File: src/rtl/uart_rx_fifo.sv
// UART receiver with a first-word-fall-through receive FIFO.
// The line is synchronized, frames are sampled at bit centres, and good
// frames are pushed into the FIFO. Error pulses report discarded frames.
module uart_rx_fifo #(
   parameter int CLKS_PER_BIT = 434,
   parameter int DATA_BITS    = 8,
   parameter int PARITY       = 0,
   parameter int STOP_BITS    = 1,
   parameter int FIFO_DEPTH   = 4
) (
   input  logic                          clock,
   input  logic                          reset_n,
   input  logic                          in,
   input  logic                          rd_en,
   output logic [DATA_BITS-1:0]          rd_data,
   output logic                          empty,
   output logic                          full,
   output logic [$clog2(FIFO_DEPTH):0]   count,
   output logic                          busy,
   output logic                          frame_err,
   output logic                          parity_err,
   output logic                          overrun
);

   localparam int AW   = $clog2(FIFO_DEPTH);
   localparam int CW   = AW + 1;
   localparam int HALF = CLKS_PER_BIT / 2;

   typedef enum logic [2:0] {
      ST_IDLE,
      ST_START,
      ST_DATA,
      ST_PARITY,
      ST_STOP
   } state_t;

   state_t                 state;
   logic                   sync1, sync2, line_prev;
   logic [15:0]            tick_cnt;
   logic [3:0]             bit_cnt;
   logic [1:0]             stop_cnt;
   logic [DATA_BITS-1:0]   shreg;
   logic                   par_bit;
   logic                   stop_bad;

   logic                   bit_end;
   logic                   final_stop;
   logic                   stop_fail;
   logic                   par_fail;
   logic                   good;

   logic [DATA_BITS-1:0]   mem [FIFO_DEPTH];
   logic [AW-1:0]          wr_ptr, rd_ptr, rd_ptr_nxt;
   logic                   do_pop, do_push;
   logic [CW-1:0]          next_count, count_after_pop;

   // Two-flop synchronizer plus one history flop for falling-edge detection
   always_ff @(posedge clock or negedge reset_n) begin
      if (!reset_n) begin
         sync1     <= 1'b1;
         sync2     <= 1'b1;
         line_prev <= 1'b1;
      end else begin
         sync1     <= in;
         sync2     <= sync1;
         line_prev <= sync2;
      end
   end

   // Frame completion and error classification at the final stop sample
   always_comb begin
      bit_end    = (tick_cnt == 16'(CLKS_PER_BIT - 1));
      final_stop = (state == ST_STOP) && bit_end && (stop_cnt == 2'(STOP_BITS - 1));
      stop_fail  = stop_bad | ~sync2;
      par_fail   = 1'b0;
      if (PARITY != 0)
         par_fail = ((^{shreg, par_bit}) != (PARITY == 1));
      good       = final_stop && !stop_fail && !par_fail;
   end

   // Receive FSM: bit timing, data shifting, stop/parity capture, busy flag
   always_ff @(posedge clock or negedge reset_n) begin
      if (!reset_n) begin
         state    <= ST_IDLE;
         tick_cnt <= '0;
         bit_cnt  <= '0;
         stop_cnt <= '0;
         shreg    <= '0;
         par_bit  <= 1'b0;
         stop_bad <= 1'b0;
         busy     <= 1'b0;
      end else begin
         case (state)
            ST_IDLE: begin
               tick_cnt <= '0;
               if (line_prev && !sync2) begin
                  state <= ST_START;
                  busy  <= 1'b1;
               end
            end
            ST_START: begin
               if (tick_cnt == 16'(HALF - 1)) begin
                  tick_cnt <= '0;
                  bit_cnt  <= '0;
                  if (!sync2) begin
                     state <= ST_DATA;
                  end else begin
                     state <= ST_IDLE;
                     busy  <= 1'b0;
                  end
               end else begin
                  tick_cnt <= tick_cnt + 16'd1;
               end
            end
            ST_DATA: begin
               if (bit_end) begin
                  tick_cnt <= '0;
                  shreg    <= {sync2, shreg[DATA_BITS-1:1]};
                  if (bit_cnt == 4'(DATA_BITS - 1)) begin
                     state    <= (PARITY != 0) ? ST_PARITY : ST_STOP;
                     stop_cnt <= '0;
                     stop_bad <= 1'b0;
                  end else begin
                     bit_cnt <= bit_cnt + 4'd1;
                  end
               end else begin
                  tick_cnt <= tick_cnt + 16'd1;
               end
            end
            ST_PARITY: begin
               if (bit_end) begin
                  tick_cnt <= '0;
                  par_bit  <= sync2;
                  state    <= ST_STOP;
               end else begin
                  tick_cnt <= tick_cnt + 16'd1;
               end
            end
            ST_STOP: begin
               if (bit_end) begin
                  tick_cnt <= '0;
                  if (final_stop) begin
                     state <= ST_IDLE;
                     busy  <= 1'b0;
                  end else begin
                     stop_bad <= stop_bad | ~sync2;
                     stop_cnt <= stop_cnt + 2'd1;
                  end
               end else begin
                  tick_cnt <= tick_cnt + 16'd1;
               end
            end
            default: begin
               state <= ST_IDLE;
               busy  <= 1'b0;
            end
         endcase
      end
   end

   // FIFO control: a pop frees a slot for a simultaneous push when full
   always_comb begin
      do_pop          = rd_en & ~empty;
      do_push         = good & (~full | do_pop);
      count_after_pop = count - CW'(do_pop);
      next_count      = count_after_pop + CW'(do_push);
      rd_ptr_nxt      = rd_ptr + AW'(1);
   end

   // FIFO storage, registered status, head register and error pulses
   always_ff @(posedge clock or negedge reset_n) begin
      if (!reset_n) begin
         for (int unsigned i = 0; i < FIFO_DEPTH; i++)
            mem[i] <= '0;
         wr_ptr     <= '0;
         rd_ptr     <= '0;
         count      <= '0;
         empty      <= 1'b1;
         full       <= 1'b0;
         rd_data    <= '0;
         frame_err  <= 1'b0;
         parity_err <= 1'b0;
         overrun    <= 1'b0;
      end else begin
         if (do_push) begin
            mem[wr_ptr] <= shreg;
            wr_ptr      <= wr_ptr + AW'(1);
         end
         if (do_pop)
            rd_ptr <= rd_ptr_nxt;
         count <= next_count;
         empty <= (next_count == '0);
         full  <= (next_count == CW'(FIFO_DEPTH));
         // Head register: new word lands directly when the queue drains to it
         if (do_push && count_after_pop == '0)
            rd_data <= shreg;
         else if (do_pop && count_after_pop != '0)
            rd_data <= mem[rd_ptr_nxt];
         frame_err  <= final_stop & stop_fail;
         parity_err <= final_stop & ~stop_fail & par_fail;
         overrun    <= good & full & ~do_pop;
      end
   end

endmodule

File: config.mk
export PLATFORM = sky130hd
export DESIGN_NAME = uart_rx_fifo
export DESIGN_NICKNAME = d
export VERILOG_FILES = /design/src/rtl/uart_rx_fifo.sv
export SDC_FILE = /design/constraint.sdc
export NUM_CORES = 1
export LEC_CHECK = 0
export CAP_MARGIN = 20
export CORE_ASPECT_RATIO = 0.6
export CORE_MARGIN = 2
export CORE_UTILIZATION = 60
export CTS_BUF_LIST = sky130_fd_sc_hd__clkbuf_4 sky130_fd_sc_hd__clkbuf_8 sky130_fd_sc_hd__clkbuf_16
export DETAILED_ROUTE_END_ITERATION = 12
export GPL_TIMING_DRIVEN = 1
export PLACE_DENSITY = 0.84
export SETUP_SLACK_MARGIN = 0.4
export SLEW_MARGIN = 20
export SYNTH_ARGS = -nofsm -noshare
export SYNTH_HDL_FRONTEND = slang
export SYNTH_SLANG_ARGS = --single-unit
File: constraint.sdc
create_clock -name clock -period 6.23 [get_ports clock]
set_input_delay 1.246 -clock clock [delete_from_list [all_inputs] [get_ports clock]]
set_output_delay 1.246 -clock clock [all_outputs]
set_load 0.05 [all_outputs]
==> results of run 1 <==
worst max path at each step:
stage                             to   from
after floorplan           rd_data[4]  rd_en
after global placement    rd_data[5]  rd_en
after detailed placement  rd_data[5]  rd_en
after CTS                 rd_data[5]  rd_en
after global routing      rd_data[2]  rd_en
final                     rd_data[5]  rd_en
cells in the mapped netlist, drive strengths merged, types with 2 or more instances:
master / instances
a21oi: 21
a31oi: 6
and3: 5
buf: 8
clkbuf: 11
dfrtp: 85
dfstp: 4
ha: 13
inv: 17
mux2: 41
mux2i: 7
mux4: 8
nand2: 22
nand2b: 4
nand3: 15
nand4: 6
nor2: 25
nor2b: 2
nor3: 9
nor4: 4
o211ai: 3
o21ai: 15
o21ba: 2
o22ai: 2
o31ai: 4
or2: 3
or3: 2
or3b: 4
or4: 4
xnor2: 9
xor2: 2
metrics by stage:
| step | area, um2 | power (mW) | hold slack, ns |
|---|---|---|---|
| after floorplan | 4430 | 0.999 | 0.345 |
| after global placement | 4650 | 1.09 | 0.348 |
| after detailed placement | 4650 | 1.10 | 0.353 |
| after CTS | 4940 | 1.63 | 0.361 |
| after global routing | 4950 | 1.70 | 0.365 |
| final | 4950 | 1.63 | 0.359 |
kinds of logic (layout without fill, tap and decap cells):
logic type	Yosys count	in the layout	synth area share
compound gates	64	64	0.0903
flops	89	89	0.504
fa+ha+maj	13	13	0.0367
xor+xnor	11	11	0.0217
simple gates	112	112	0.147
other cells	1	1	0.000846
mux	56	56	0.164
buf+inv	36	54	0.0361
layout make-up:
cell class              instances  area share
clock buffers                  12      0.0526
multi-input cells             257       0.414
well taps                      91      0.0230
inverters                      17      0.0129
flip-flops and latches         89       0.451
clock inverters                 4     0.00556
repair buffers                 21      0.0410
flip-flops by register name, summed over array words and instances, names as in the netlist, 2 cells and up:
signal	flops
count	3
stop_cnt	2
bit_cnt	4
state	3
rd_data	8
mem	32
shreg	8
tick_cnt	16
rd_ptr	2
wr_ptr	2
where the power goes:
part           switching, mW  internal (mW)
clock                  0.221          0.296
combinational          0.211          0.154
sequential             0.115          0.634
total                  0.546           1.08
worst max-delay path, delay by kind of cell:
family | cells | cell delay [ns]
and+or+nand+nor | 4 | 1.22
buffers and inverters | 2 | 0.51
adders and majority gates | 2 | 0.41
xor gates and xnor gates | 1 | 0.35
AOI/OAI and AO/OA | 1 | 0.10
per-layer routing:
metal,share of wire,up-vias
met5,0,-
met4,0.016,0
met3,0.073,17
met2,0.45,124
met1,0.46,1576
li1,-,1407
==> impl_metrics.yaml, run 1 <==
run_status:
  status: "completed"
setup_path:
  end_kind: "flip-flop"
  r2r_slack_ns: 3.05
  ff2ff_path_depth: 7
  critical_path.slowest_cell: "or4_1"
  cp.arrival_ns: 3.86
  worst_setup_path_start_kind: "primary input"
  r2r-start: "tick_cnt[0]"
  required_ns: 6.45
  critical_path.max_fanout: 15
  cpPeakStageDelay_ns: 0.69
  regToRegEndpoint: "tick_cnt[3]"
  worstSetupPathType: "in2reg"
  cp_cell_sequence: "clkdlybuf4s50_1 > nand2b_1 > inv_1 > ha_1 > ha_1 > xnor2_1 > nand3_1 > or4_1 > nand3_1 > o211ai_1"
clocking:
  cts_resized: 0
  hold_buffers: 0
  numCtsBuffers: 9
  clock-sinks: 89
  clk_latency_ns: 0.34
  htree_num_levels: 3
  cts_tree: "yes"
  clk_pin_slew_ns: 0.06
  clock_path_buffers: 2
  post_cts_buffers: 0
  clockRootBuffer: "clkbuf_16"
run:
  cap_violations: 0
sta:
  hold_viol_final: 0
  report.final.slew_viol_count: 0
  layout_setup_ws_ns: 2.59
  slew_headroom: 0.263
  finClkSkew_ns: 0.00678
  rsz0062_at_grt: "false"
  worst_pin_slew_ns: 1.10
  fin_tns_setup_ns: 0
  setup-violations-final: 0
  fin_crit_ns: 3.64
  post-route-period-util: 0.584
  max_freq_mhz: 275
power:
  p_leak_nw: 2.38
  p_per_area_nw_per_um2: 330
  ir_drop_v: 0.000215
cells_and_area:
  drive_above_1_share: 0.225
  final_common_cell: "dfrtp_1"
  num-nets-final: 412
  antenna_cells: 0
  seq_area_um2: 2230
  postLayoutCoreUtil: 0.686
  multi_input_area_um2: 2050
  final_cell_mix: "85 x dfrtp_1, 35 x mux2_2, 25 x nor2_1"
  fin_cells: 491
  fillers: 516
  syn2layout_area_growth_pct: 11.6
logic_synthesis:
  synth_top_area_share: 0.480
  synth_area_um2: 4430
  synthTopCellsByArea: "dfrtp_1 48%, mux2_2 8.9%, mux4_2 4.1%, ha_1 3.7%, a21oi_1 2.4%"
  yosys_warnings: 0
  synthArstFlopShare: 1.00
  post_synth.cell_area_avg_um2: 11.6
  syn_inst: 382
  synth_nets: 399
  yosysTopAreaCell: "dfrtp_1"
  ys_seq_area_frac: 0.504
  synth_edf_count: 0
  synth-seq-cells: 89
  ys_types: 60
  synth_top_flop_cell: "dfrtp_1"
global_routing:
  grt-ovfl-total: 0
  gr-max-usage-layer: "met1"
  grtUsageMet1: 0.403
  grt_pass1_wl_mm: 16.2
  grt_pass1_vias: 3085
  grt_max_degree: 49
  antenna_found_initial: 0
  grt_use_met3: 0.0686
  grt_usage: 0.263
  grt_use_met2: 0.369
floorplanning:
  core_area_um2: 7210
  die-area_um2: 8110
  die_h_um: 70.6
  row_count: 24
  num_io_pins: 21
  start_util: 0.615
  die_x_um: 115
detailed_routing:
  dr_total_vias: 3124
  dr.pass1.iters: 4
  dr.first_iter.drc_count: 238
  via_per_inst: 6.36
  wire_per_inst_um: 19.7
  drcViolationCount: 0
  routed_wl_mm: 9.67
  ant_nets: 0
worst_hold_path:
  hold_path_depth: 0
  worstHoldStart: "sync1"
  holdPathEnd: "sync2"
  hp-class: "reg2reg"
place:
  place_inst: 475
  dp.final_hpwl_mm: 6.60
  pre_cts_ws_ns: 2.35
  portBuffers: 19
  place_congestion: 0.837
Power figures use the tool's default switching activity.
==> run 2, diff against run 1 <==
==> constraint.sdc (replaced) <==
create_clock -name clock -period 3.55 [get_ports clock]
set_input_delay 0.71 -clock clock [delete_from_list [all_inputs] [get_ports clock]]
set_output_delay 0.71 -clock clock [all_outputs]
set_load 0.05 [all_outputs]
==> impl_metrics.yaml, run 2 (synthesis results as in run 1) <==
run_status:
  status: "completed"
place:
  place_area_um2: 4650
  portBuffers: 19
  dp.final_hpwl_mm: 6.46
  place_inst: 475
  pre_cts_ws_ns: 0.155
  place_congestion: 0.854
clocking:
  htree_num_levels: 3
  hold_buffers: 0
  clk_pin_slew_ns: 0.06
  clockRootBuffer: "clkbuf_16"
  clock-sinks: 89
  clk_latency_ns: 0.34
  numCtsBuffers: 9
  post_cts_buffers: 0
  clock_path_buffers: 2
  cts_tree: "yes"
  cts_resized: 0
power:
  ir_drop_v: 0.000329
  p_per_area_nw_per_um2: 615
  finalPower_mw: 3.09
  p_leak_nw: 2.42
setup_path:
  worst_setup_path_start_kind: "flip-flop"
  critPathCapture: "empty"
  end_kind: "flip-flop"
  required_ns: 3.76
  cp.arrival_ns: 3.30
  critical_path.max_fanout: 11
  r2r-start: "tick_cnt[12]"
  r2r_slack_ns: 0.46
  cp-startpoint: "tick_cnt[12]"
  ff2ff_path_depth: 8
  regToRegEndpoint: "empty"
  worstSetupPathType: "reg2reg"
sta:
  hold_viol_final: 0
  worst_pin_slew_ns: 0.795
  fin_tns_setup_ns: 0
  slew_headroom: 0.470
  fin_hold_ws_ns: 0.365
  finClkSkew_ns: 0.00441
  fin_crit_ns: 3.09
  report.final.slew_viol_count: 0
  max_freq_mhz: 324
  rsz0062_at_grt: "false"
  setup-violations-final: 0
  layout_setup_ws_ns: 0.464
  post-route-period-util: 0.869
cells_and_area:
  fillers: 507
  num-nets-final: 412
  syn2layout_area_growth_pct: 13.4
  drive_above_1_share: 0.228
  top_regs: "mem (32), tick_cnt (16)"
  final_common_cell: "dfrtp_1"
  antenna_cells: 0
  largest_register_ffs: 32
  final_cell_mix: "85 x dfrtp_1, 35 x mux2_2, 25 x nor2_1"
  multi_input_area_um2: 2050
  top_register: "mem"
  final_cell_area_um2: 5030
  seq_area_um2: 2230
  fin_cells: 491
  postLayoutCoreUtil: 0.697
detailed_routing:
  ant_nets: 0
  dr.pass1.iters: 6
  drcViolationCount: 0
  routed_wl_mm: 10.2
  dr_total_vias: 3127
  wire_per_inst_um: 20.8
  dr.first_iter.drc_count: 250
  via_per_inst: 6.37
floorplanning:
  die_x_um: 115
  core_area_um2: 7210
  die-area_um2: 8110
  start_util: 0.615
  num_io_pins: 21
  row_count: 24
  die_h_um: 70.6
global_routing:
  grt_usage: 0.272
  grt_pass1_vias: 3191
  grt_pass1_wl_mm: 16.7
  grt_max_degree: 90
  antenna_found_initial: 0
  grt-ovfl-total: 0
worst_hold_path:
  hp-class: "reg2reg"
run:
  cap_violations: 0
[run 2: changes by cell type in the layout (fill, tap and decap cells not counted)]
cell	change
buf_4	-1
buf_6	+1
bufinv_16	+3
clkinv_2	-2
clkinv_4	-1
or4_1	-1
or4_4	+1
[run 2: area by class of cell]
type / instances / area share
clock inverter: 4 / 0.0197
multi-input combinational: 257 / 0.408
tap: 91 / 0.0227
inverter: 17 / 0.0127
clock buffer: 12 / 0.0518
timing repair buffer: 21 / 0.0411
sequential: 89 / 0.444
[run 2: power breakdown]
part / internal (mW) / switching [mW] / leakage, nW
clock: 0.736 / 0.389 / 0.176
combinational: 0.271 / 0.390 / 1.05
sequential: 1.11 / 0.195 / 1.19
total: 2.12 / 0.974 / 2.42
[run 2: worst min path at each step]
stage / from / to / slack, ns / depth (start not counted)
after global placement: sync1 / sync2 / 0.35 / 0
final: sync1 / sync2 / 0.37 / 0
after detailed placement: sync1 / sync2 / 0.36 / 0
after CTS: sync1 / sync2 / 0.37 / 0
after floorplan: sync1 / sync2 / 0.35 / 0
after global routing: sync1 / sync2 / 0.37 / 0
[run 2: critical path, cell delays in order (launching register included)]
cell	delay [ns]
dfrtp_1	0.43
or4_4	0.61
or4_4	0.60
or3_4	0.47
inv_1	0.07
ha_1	0.15
ha_1	0.17
xnor2_1	0.13
nor3_1	0.32
[run 2: layer usage]
layer	wire length, um	GRT usage	vias to the layer above
li1	-	-	1405
met1	4650	0.403	1587
met2	4750	0.407	115
met3	594	0.0617	20
met4	201	0.0843	0
met5	0	0	-
==> run 3, diff against run 2 <==
--- a/config.mk
+++ b/config.mk
@@ -8,11 +8,12 @@
 export CAP_MARGIN = 20
 export CORE_ASPECT_RATIO = 0.6
 export CORE_MARGIN = 2
-export CORE_UTILIZATION = 60
+export CORE_UTILIZATION = 30
 export CTS_BUF_LIST = sky130_fd_sc_hd__clkbuf_4 sky130_fd_sc_hd__clkbuf_8 sky130_fd_sc_hd__clkbuf_16
 export DETAILED_ROUTE_END_ITERATION = 12
 export GPL_TIMING_DRIVEN = 1
-export PLACE_DENSITY = 0.84
+export HOLD_SLACK_MARGIN = 0.03
+export PLACE_DENSITY = 0.5
 export SETUP_SLACK_MARGIN = 0.4
 export SLEW_MARGIN = 20
 export SYNTH_ARGS = -nofsm -noshare
==> impl_metrics.yaml, run 3 (synthesis results as in run 1) <==
setup_path:
  worstSetupPathType: "reg2reg"
  crit_buf_inv: 1
  critical_path.top_delay_family: "simple AND/OR/NAND/NOR gates"
  worst_setup_path_start_kind: "flip-flop"
  cp_cell_sequence: "or4_4 > or4_4 > or3_4 > inv_1 > ha_1 > ha_1 > xnor2_1 > nor3b_2"
  cp.arrival_ns: 3.21
  end_kind: "flip-flop"
  critical_path.max_fanout: 11
  cpPeakStageDelay_ns: 0.60
  ff2ff_path_depth: 8
  critical_path.slowest_cell: "or4_4"
  worstSetupPathDepth: 8
  required_ns: 3.81
power:
  ir_drop_v: 0.000311
  p_leak_nw: 2.41
  p_per_area_nw_per_um2: 571
cells_and_area:
  num-nets-final: 416
  final_cell_mix: "85 x dfrtp_1, 35 x mux2_2, 25 x nor2_1"
  top_register: "mem"
  drive_above_1_share: 0.235
  top_regs: "mem (32), tick_cnt (16)"
  antenna_cells: 0
  largest_register_ffs: 32
  syn2layout_area_growth_pct: 15.8
  final_common_cell: "dfrtp_1"
  fillers: 1430
clocking:
  htree_num_levels: 3
  clk_pin_slew_ns: 0.07
  clockRootBuffer: "clkbuf_16"
  numCtsBuffers: 9
  clock_path_buffers: 2
  cts_tree: "yes"
  clk_latency_ns: 0.34
  clock-sinks: 89
  post_cts_buffers: 0
detailed_routing:
  drcViolationCount: 0
  via_per_inst: 4.99
  routed_wl_mm: 9.90
  ant_nets: 0
  wire_per_inst_um: 16.4
  dr.pass1.iters: 4
  dr_total_vias: 3005
  dr.first_iter.drc_count: 211
sta:
  setup-violations-final: 0
  fin_tns_setup_ns: 0
  max_freq_mhz: 339
  hold_viol_final: 0
  report.final.slew_viol_count: 0
  worst_pin_slew_ns: 0.782
  post-route-period-util: 0.831
  layout_setup_ws_ns: 0.599
  slew_headroom: 0.478
  finClkSkew_ns: 0.00996
  rsz0062_at_grt: "false"
  fin_crit_ns: 2.95
worst_hold_path:
  hp-class: "reg2reg"
  hold_path_depth: 0
floorplanning:
  start_util: 0.306
  die-area_um2: 15800
  die_h_um: 98.2
  core_area_um2: 14500
  die_x_um: 161
  num_io_pins: 21
  row_count: 34
place:
  place_congestion: 0.768
  dp.final_hpwl_mm: 6.94
  pre_cts_ws_ns: 0.334
  portBuffers: 19
run_status:
  status: "completed"
global_routing:
  grt_pass1_wl_mm: 16.3
  grt-ovfl-total: 0
  grt_max_degree: 56
  grt_usage: 0.133
  antenna_found_initial: 0
  grt_pass1_vias: 2981
run:
  cap_violations: 0
## run 3: changes by cell type in the layout (fill, tap and decap cells not counted), sizes merged
| cell | before | now |
|---|---|---|
| bufinv | 3 | 1 |
| inv | 17 | 21 |
| buf | 3 | 7 |
| clkinvlp | 0 | 1 |
| clkbuf | 12 | 10 |
| clkinv | 1 | 0 |
## run 3: report_power, final
part | internal (mW) | switching (mW)
logic | 0.277 | 0.366
registers | 1.11 | 0.192
clock network | 0.564 | 0.422
## run 3: worst paths after layout
kind	start	to	slack [ns]
worst max-delay path	tick_cnt[12]	full	0.60
worst min-delay path	sync1	sync2	0.37
worst max register to register	tick_cnt[12]	full	0.60
worst min register to register	sync1	sync2	0.37
max in group asynchronous	reset_n	empty	2.32
min in group asynchronous	reset_n	rd_data[3]	0.44
## run 3: layout make-up
class	count	area [um2]	area share
flip-flops and latches	89	2230	0.435
multi-input cells	257	2050	0.400
well taps	198	248	0.0483
clock buffers	10	233	0.0453
repair buffers	25	233	0.0453
clock inverters	6	72.6	0.0141
inverters	17	63.8	0.0124
## run 3: repair_timing
item	in CTS	in global routing
gates resized for setup	0	1
setup endpoints to repair	0	1
hold buffers	0	0
## run 3: layer usage
layer  part of all wire  up-vias  track usage
li1                   -     1421            -
met3              0.039       11       0.0285
met1               0.54     1506        0.205
met5                  0        -            0
met4              0.014        0       0.0453
met2               0.41       67        0.184
## run 3: through the flow
stage	cells	power, mW	util	hold WS (ns)	instance area [um2]
floorplan	382	1.75	-	0.345	4430
global placement	586	1.95	0.333	0.370	4820
detailed placement	586	1.96	0.333	0.365	4820
CTS	602	2.97	0.355	0.373	5130
global route	602	3.10	0.355	0.384	5130
finish	602	2.93	0.355	0.374	5130
